--- config.mk ---
export PLATFORM = sky130hd
export DESIGN_NAME = jt49_dcrm
export DESIGN_NICKNAME = d
export VERILOG_FILES = /design/src/rtl/jt49_dcrm.sv
export SDC_FILE = /design/constraint.sdc
export NUM_CORES = 1
export LEC_CHECK = 0
export ABC_AREA = 0
export CORE_MARGIN = 2
export CORE_UTILIZATION = 50
export CTS_BUF_LIST = sky130_fd_sc_hd__clkbuf_8
export DETAILED_ROUTE_END_ITERATION = 8
export PLACE_DENSITY = 0.76
export SETUP_SLACK_MARGIN = 0.2
export SYNTH_ARGS = -nofsm -noshare
export SYNTH_HDL_FRONTEND = slang
export SYNTH_SLANG_ARGS = --single-unit
--- constraint.sdc ---
create_clock -name clk -period 3.6 [get_ports clk]
set_input_delay 0.72 -clock clk [delete_from_list [all_inputs] [get_ports clk]]
set_output_delay 0.72 -clock clk [all_outputs]
set_load 0.05 [all_outputs]
--- src/rtl/jt49_dcrm.sv ---
// jt49_dcrm: DC-removal stage for the jt49 PSG output.
// Subtracts the running mean of the last 2^AW accepted samples and emits a signed sample.
module jt49_dcrm #(
    parameter int unsigned DW = 10,
    parameter int unsigned AW = 5
) (
    input  logic                 clk,
    input  logic                 rst,
    input  logic                 cen,
    input  logic [DW-1:0]        din,
    output logic signed [DW:0]   dout,
    output logic                 dout_valid,
    output logic                 settled
);
    localparam int unsigned Depth = 1 << AW;
    localparam int unsigned SW = DW + AW;
    localparam logic [AW:0] FillMax = (AW+1)'(Depth);

    logic [DW-1:0] r_mem [Depth];
    logic [AW-1:0] r_ptr;
    logic [AW:0]   r_fill;
    logic [SW-1:0] r_sum;
    logic [DW-1:0] r_d1;
    logic [DW-1:0] r_o1;
    logic [DW-1:0] r_d2;
    logic          r_v1;
    logic          r_v2;
    logic          r_s1;
    logic          r_s2;

    logic          w_full;
    logic [DW-1:0] w_old;
    logic [SW-1:0] w_sum_nxt;
    logic [DW-1:0] w_mean;

    // While filling, ptr equals the fill count, so the addressed slot is never yet written.
    always_comb begin
        w_full    = (r_fill == FillMax);
        w_old     = w_full ? r_mem[r_ptr] : '0;
        w_sum_nxt = r_sum + SW'(r_d1) - SW'(r_o1);
        w_mean    = r_sum[SW-1:AW];
    end

    always_ff @(posedge clk) begin
        if (cen && !rst) begin
            r_mem[r_ptr] <= din;
        end
    end

    always_ff @(posedge clk) begin
        if (rst) begin
            r_ptr      <= '0;
            r_fill     <= '0;
            r_sum      <= '0;
            r_d1       <= '0;
            r_o1       <= '0;
            r_d2       <= '0;
            r_v1       <= 1'b0;
            r_v2       <= 1'b0;
            r_s1       <= 1'b0;
            r_s2       <= 1'b0;
            dout       <= '0;
            dout_valid <= 1'b0;
            settled    <= 1'b0;
        end else begin
            r_v1 <= cen;
            if (cen) begin
                r_d1  <= din;
                r_o1  <= w_old;
                r_s1  <= (r_fill >= FillMax - 1'b1);
                r_ptr <= r_ptr + 1'b1;
                if (!w_full) begin
                    r_fill <= r_fill + 1'b1;
                end
            end

            r_v2 <= r_v1;
            if (r_v1) begin
                r_sum <= w_sum_nxt;
                r_d2  <= r_d1;
                r_s2  <= r_s1;
            end

            // r_sum already includes this sample and not yet the next one.
            dout_valid <= r_v2;
            if (r_v2) begin
                dout <= $signed({1'b0, r_d2}) - $signed({1'b0, w_mean});
                if (r_s2) begin
                    settled <= 1'b1;
                end
            end
        end
    end
endmodule

==> flow_summary.ini, run 1 <==
[synth]
synth.avg_cell_area_sq_um = 16.6
synth_edf_count = 320
synth.lib_cells_used.distinct = 56
synth_area_sq_um = 16500
mappedNetlistNets = 1051
ys_async_sr_fraction = 0
dominantRegCellSynth = edfxtp_1
syn_inst = 996
seq_area_frac_synth = 0.675
ffs_latches_synth = 398
ys_warn_count = 0

[power_and_ir_drop]
power.switching_fraction = 0.258
combinationalPowerShare = 0.155
cellInternalPower_mw = 7.80
clock_power_share = 0.357
p_seq_frac = 0.489
total_switching_power_mw = 2.71
power.ir.vdd_worst_mv = 0.322
static-leakage-power_nw = 6.38
powerDensity_nw_per_um2 = 560

[timing]
report.final.setup_viol = 0
hold_viol = 0
achievable-frequency_mhz = 335
final.setup_skew_ns = 0.0474
timing.max_slew.rel_slack = 0.174
finalWorstPathRequiredPeriod_ns = 2.98
finalMaxSlewViolations = 0
grt_setup_unrepaired = false
final_layout_setup_total_negative_slack_ns = 0
tightest_slew_ns = 1.24
final.period_utilization = 0.829

[route]
avgViaCountPerCell = 5.59
detail_route.first_pass.iterations = 5
wirelength_microns = 32800
routed_wire_length_per_instance_microns = 20.8
route.antenna.remaining_nets = 0
vias = 8836
drt_iter0_drc = 734
drt_drc_violations_left = 0

[grt]
remaining_global_route_overflow = 0
largest_net_degree_at_the_start_of_global_routing = 81
first_global_vias = 8676
antenna_found_initial = 0
grt_first_pass_wirelength_microns = 50400
global_route.usage.total = 0.195

[final_layout]
layout.filler_cells = 2464
mostFrequentLayoutCells = 320 x edfxtp_1, 99 x nor2_1, 88 x inv_1
layout-drive-gt1-share = 0.184
finish.net_count = 1144
fin_cells = 1580
layout.cells.most_common = edfxtp_1
antenna-diode-count = 0
area.growth.synth_to_final_pct = 13.4

[clock_tree]
clk_root_buffer_cell = clkbuf_8
post-cts-setup-buffers = 0
hold_fix_buffers_cts = 0
numCtsBuffers = 60
cts.htree.levels = 2
cts_tree = done
clock_latency_ns = 0.65
cts.sink_count = 398
post_cts_clock_slew_at_the_launch_and_capture_registers_of_the_worst_setup_and_hold_paths_ns = 0.06
cts_resized = 0
cts_max_path_buffers = 3

[floorplanning]
die_w_microns = 186
chipHeight_microns = 186
initial_core_util = 0.508
std_cell_rows = 66
design.portCount = 26
floorplan.core_area_sq_um = 32500
floorplan.die_area_sq_um = 34600

[run_status]
run_status = completed

[min_path]
hold_path.class = reg2reg

[setup_path]
start_to_end_type_of_the_worst_setup_path = reg2reg
cp.required_ns = 4.10
cp_data_arrival_time_ns = 3.48
critical_path.endpoint_type = flop
cp_max_fo = 3
start_kind = flop

[placement]
placed_cells_incl_taps = 1469
hpwl_microns = 20400
io_buffers = 25
routabilityCongestion = 0.804

[run]
max_cap_violations = 0
==> worst paths after layout <==
path,from,cells past startpoint,end,slack (ns)
setup reg to reg,r_sum[1],10,r_sum[14],0.62
setup / recovery,r_sum[1],10,r_sum[14],0.62
hold / removal,dout[5],2,dout[5],0.48
hold reg to reg,dout[5],2,dout[5],0.48
==> Yosys cell counts (all sizes together) (7+ instances only) <==
library cell | instances | share of area
a211oi | 7 | 0.0035
a21oi | 30 | 0.0091
buf | 25 | 0.011
clkbuf | 19 | 0.0043
dfxtp | 78 | 0.094
edfxtp | 320 | 0.58
fa | 11 | 0.013
ha | 31 | 0.023
inv | 64 | 0.015
mux2i | 52 | 0.031
mux4 | 90 | 0.13
nand2 | 27 | 0.0061
nand2b | 7 | 0.0026
nor2 | 99 | 0.022
nor2b | 7 | 0.0026
nor3 | 10 | 0.0030
o21ai | 22 | 0.0067
o22ai | 15 | 0.0057
xnor2 | 10 | 0.0053
xor2 | 9 | 0.0048
==> cell type report <==
class | instances | area, sq um | share of cell area
clock buffer | 68 | 936 | 0.0499
clock inverter | 43 | 307 | 0.0163
sequential | 398 | 11200 | 0.596
inverter | 65 | 244 | 0.0130
timing repair buffer | 75 | 658 | 0.0351
tap | 442 | 553 | 0.0295
multi-input combinational | 489 | 4880 | 0.260
==> critical path, cell delays in order, from the launching register on <==
cell	delay, ns
dfxtp_1	0.34
inv_1	0.06
fa_1	0.54
inv_1	0.06
fa_1	0.43
a211oi_2	0.25
o211ai_1	0.17
a41o_1	0.29
a21oi_1	0.17
mux2i_1	0.24
mux2_1	0.33
==> logic make-up (layout without fill, tap and decap cells) <==
family,after synthesis,after routing,synth area share
AOI/OAI and AO/OA,104,104,0.0398
xor gates and xnor gates,19,19,0.0101
adders and majority gates,42,42,0.0368
buffers and inverters,109,251,0.0297
DFF,398,398,0.675
muxes,143,143,0.158
and+or+nand+nor,181,181,0.0501
==> flip-flops by register name, summed over array words and instances, names as in the netlist, named ones only <==
name and flops:
r_ptr 5, r_mem 320, r_v1 1, dout 11, r_s1 1, r_v2 1
settled 1, r_d1 10, r_fill 6, dout_valid 1, r_o1 10, r_d2 10
r_s2 1, r_sum 15
==> routing by layer <==
| metal | part of all wire | track usage | routed length, microns |
|---|---|---|---|
| met5 | 0 | 0 | 0 |
| met4 | 0.015 | 0.0494 | 490 |
| met3 | 0.070 | 0.0415 | 2310 |
| met2 | 0.47 | 0.301 | 15500 |
| met1 | 0.44 | 0.286 | 14600 |
==> through the flow <==
stage               power [mW]  hold slack [ns]  cell area (sq um)   util  worst slack, ns
floorplan                 6.45            0.449              16500      -            0.854
global placement          6.82            0.453              17500  0.538            0.713
detailed placement        6.86            0.463              17500  0.538            0.628
CTS                       10.6            0.482              18800  0.576            0.606
global route              11.0            0.506              18800  0.576            0.476
finish                    10.5            0.478              18800  0.576            0.616
==> power by group through the flow <==
stage                     Clock [mW]  Sequential (mW)  Combinational (mW)
final                           3.75             5.13                1.63
after global routing            4.01             5.14                1.81
after CTS                       3.82             5.13                1.63
after detailed placement           0             5.23                1.63
after global placement             0             5.22                1.60
after floorplan                    0             5.25                1.20
Power figures use the tool's default switching activity.
==> run 2, diff against run 1 <==
- clock period: 3.6 -> 2.9 ns (I/O delays scaled with it)
==> run 2 against run 1 <==
Sequential share of layout area is 0.69 points lower. Count of clock-buffer cells in the layout rose by 2. Power rose by 25%. Clock skew is 0.018 ns lower. Combinational power increased by 36%. Register-to-register slack lost 0.51 ns. Routed wire length up 3.0%. Critical path depth unchanged. Utilization grew 0.68 points. Sequential power rose by 24%. Maximum frequency rose by 6.7%. Via count rose by 1.8%. Critical endpoint unchanged. Largest power group unchanged.
==> flow_summary.ini, run 2 (synthesis results as in run 1) <==
[placement]
routabilityCongestion = 0.827
io_buffers = 25
hpwl_microns = 21700
placedInstanceArea_sq_um = 17700

[setup_path]
start_kind = flop
cp.required_ns = 3.39
r2r-start = r_sum[1]
worst_r2r_path_depth = 10
worst_r2r_endpoint = r_sum[14]
cp_max_fo = 3
start_to_end_type_of_the_worst_setup_path = reg2reg
cp_data_arrival_time_ns = 3.29
critical_path.endpoint_type = flop
setup.reg_to_reg.worst_slack_ns = 0.10

[clock_tree]
clock_latency_ns = 0.60
clk_root_buffer_cell = clkbuf_8
numCtsBuffers = 66
cts.sink_count = 398
cts_max_path_buffers = 3
post_cts_clock_slew_at_the_launch_and_capture_registers_of_the_worst_setup_and_hold_paths_ns = 0.06
cts.htree.levels = 3
cts_tree = done

[final_layout]
mostFrequentLayoutCells = 320 x edfxtp_1, 99 x nor2_1, 86 x inv_1
finish.net_count = 1174
multi_input_comb_area_sq_um = 4910
layout.filler_cells = 2421
area.growth.synth_to_final_pct = 14.7
layout.cell_area.non_filler_sq_um = 19000
largest-register = r_mem
layout-drive-gt1-share = 0.211
layout.cells.most_common = edfxtp_1
ff_latch_area_sq_um = 11200
reg_top3 = r_mem (320), r_sum (15), dout (11)
antenna-diode-count = 0
largest_register_ff_count = 320

[route]
vias = 8997
drt_iter0_drc = 771
detail_route.first_pass.iterations = 5
avgViaCountPerCell = 5.60
wirelength_microns = 33800
routed_wire_length_per_instance_microns = 21.0
drt_drc_violations_left = 0
route.antenna.remaining_nets = 0

[grt]
remaining_global_route_overflow = 0
antenna_found_initial = 0
largest_net_degree_at_the_start_of_global_routing = 72
grt_first_pass_wirelength_microns = 51900
global_route.usage.total = 0.203
first_global_vias = 8974

[timing]
achievable-frequency_mhz = 357
final_layout_setup_total_negative_slack_ns = 0
tightest_slew_ns = 0.763
grt_setup_unrepaired = true
hold_viol = 0
finalWorstPathRequiredPeriod_ns = 2.80
report.final.setup_viol = 0
timing.max_slew.rel_slack = 0.490
final.period_utilization = 0.965
finalMaxSlewViolations = 0
final.setup_skew_ns = 0.0296

[power_and_ir_drop]
p_seq_frac = 0.484
cellInternalPower_mw = 9.62
static-leakage-power_nw = 6.51
total_switching_power_mw = 3.53
fin_total_pwr_mw = 13.2
clock_power_share = 0.348
powerDensity_nw_per_um2 = 693
power.ir.vdd_worst_mv = 0.313
power.switching_fraction = 0.269
combinationalPowerShare = 0.168

[min_path]
min_delay_worst_endpoint = r_fill[2]
min_path_cells = 2
hold_path.class = in2reg
min-delay-start = rst

[floorplanning]
floorplan.core_area_sq_um = 32500
die_w_microns = 186
chipHeight_microns = 186
design.portCount = 26
std_cell_rows = 66
floorplan.die_area_sq_um = 34600
initial_core_util = 0.508

[run_status]
run_status = completed

[run]
max_cap_violations = 0
==> run 2: cell types whose count changed in the layout (fill, tap and decap cells not counted), sizes merged <==
cell,delta
buf,+24
clkinv,+5
bufinv,-3
clkinvlp,-1
clkbuf,+2
==> run 2: layer usage <==
metal | track usage | routed length (microns) | part of all wire
met5 | 0 | 0 | 0
met4 | 0.0576 | 570 | 0.017
met3 | 0.0511 | 2560 | 0.076
met2 | 0.320 | 16100 | 0.48
met1 | 0.284 | 14500 | 0.43
==> run 2: worst max-delay path, cell delays in order (launching register included) <==
cell      delay [ns]
dfxtp_1         0.32
inv_1           0.06
fa_1            0.53
inv_1           0.06
fa_2            0.37
a211oi_2        0.22
o211ai_1        0.15
a41o_1          0.30
a21oi_2         0.15
mux2i_1         0.22
mux2_1          0.33
==> run 2: worst max-delay path by stage <==
stage	start	end	cells past startpoint
after floorplan	r_sum[1]	r_sum[14]	10
after global placement	r_sum[1]	r_sum[14]	10
after detailed placement	r_sum[1]	r_sum[14]	10
after CTS	r_sum[1]	r_sum[14]	10
after global routing	r_sum[1]	r_sum[14]	10
final	r_sum[1]	r_sum[14]	10
==> run 2: power by group through the flow <==
| stage | registers (mW) | clock network [mW] | logic [mW] |
|---|---|---|---|
| finish | 6.36 | 4.58 | 2.21 |
| floorplan | 6.51 | 0 | 1.49 |
| global route | 6.37 | 4.94 | 2.45 |
| detailed placement | 6.48 | 0 | 2.11 |
| CTS | 6.36 | 4.69 | 2.13 |
| global placement | 6.48 | 0 | 2.06 |
==> run 2: cell type report <==
cell class	count	area share
flip-flops and latches	398	0.589
multi-input cells	489	0.259
clock buffers	70	0.0508
repair buffers	99	0.0455
well taps	442	0.0291
clock inverters	44	0.0139
inverters	65	0.0129
==> run 2: stage by stage <==
stage	utilization	hold WS [ns]	setup slack, ns	cells
6_report	0.583	0.318	0.102	1607
5_1_grt	0.583	0.326	-0.0000329	1607
4_1_cts	0.582	0.285	0.102	1606
3_5_place_dp	0.544	0.466	0.0294	1492
3_3_place_gp	0.544	0.464	0.0863	1492
2_1_floorplan	-	0.449	0.217	996
==> run 2: timing repair <==
action,in CTS,in global routing
resized for setup,1,7
hold buffers,0,0
buffers inserted,0,1
endpoints found under the setup margin,1,4
pin swaps,1,2
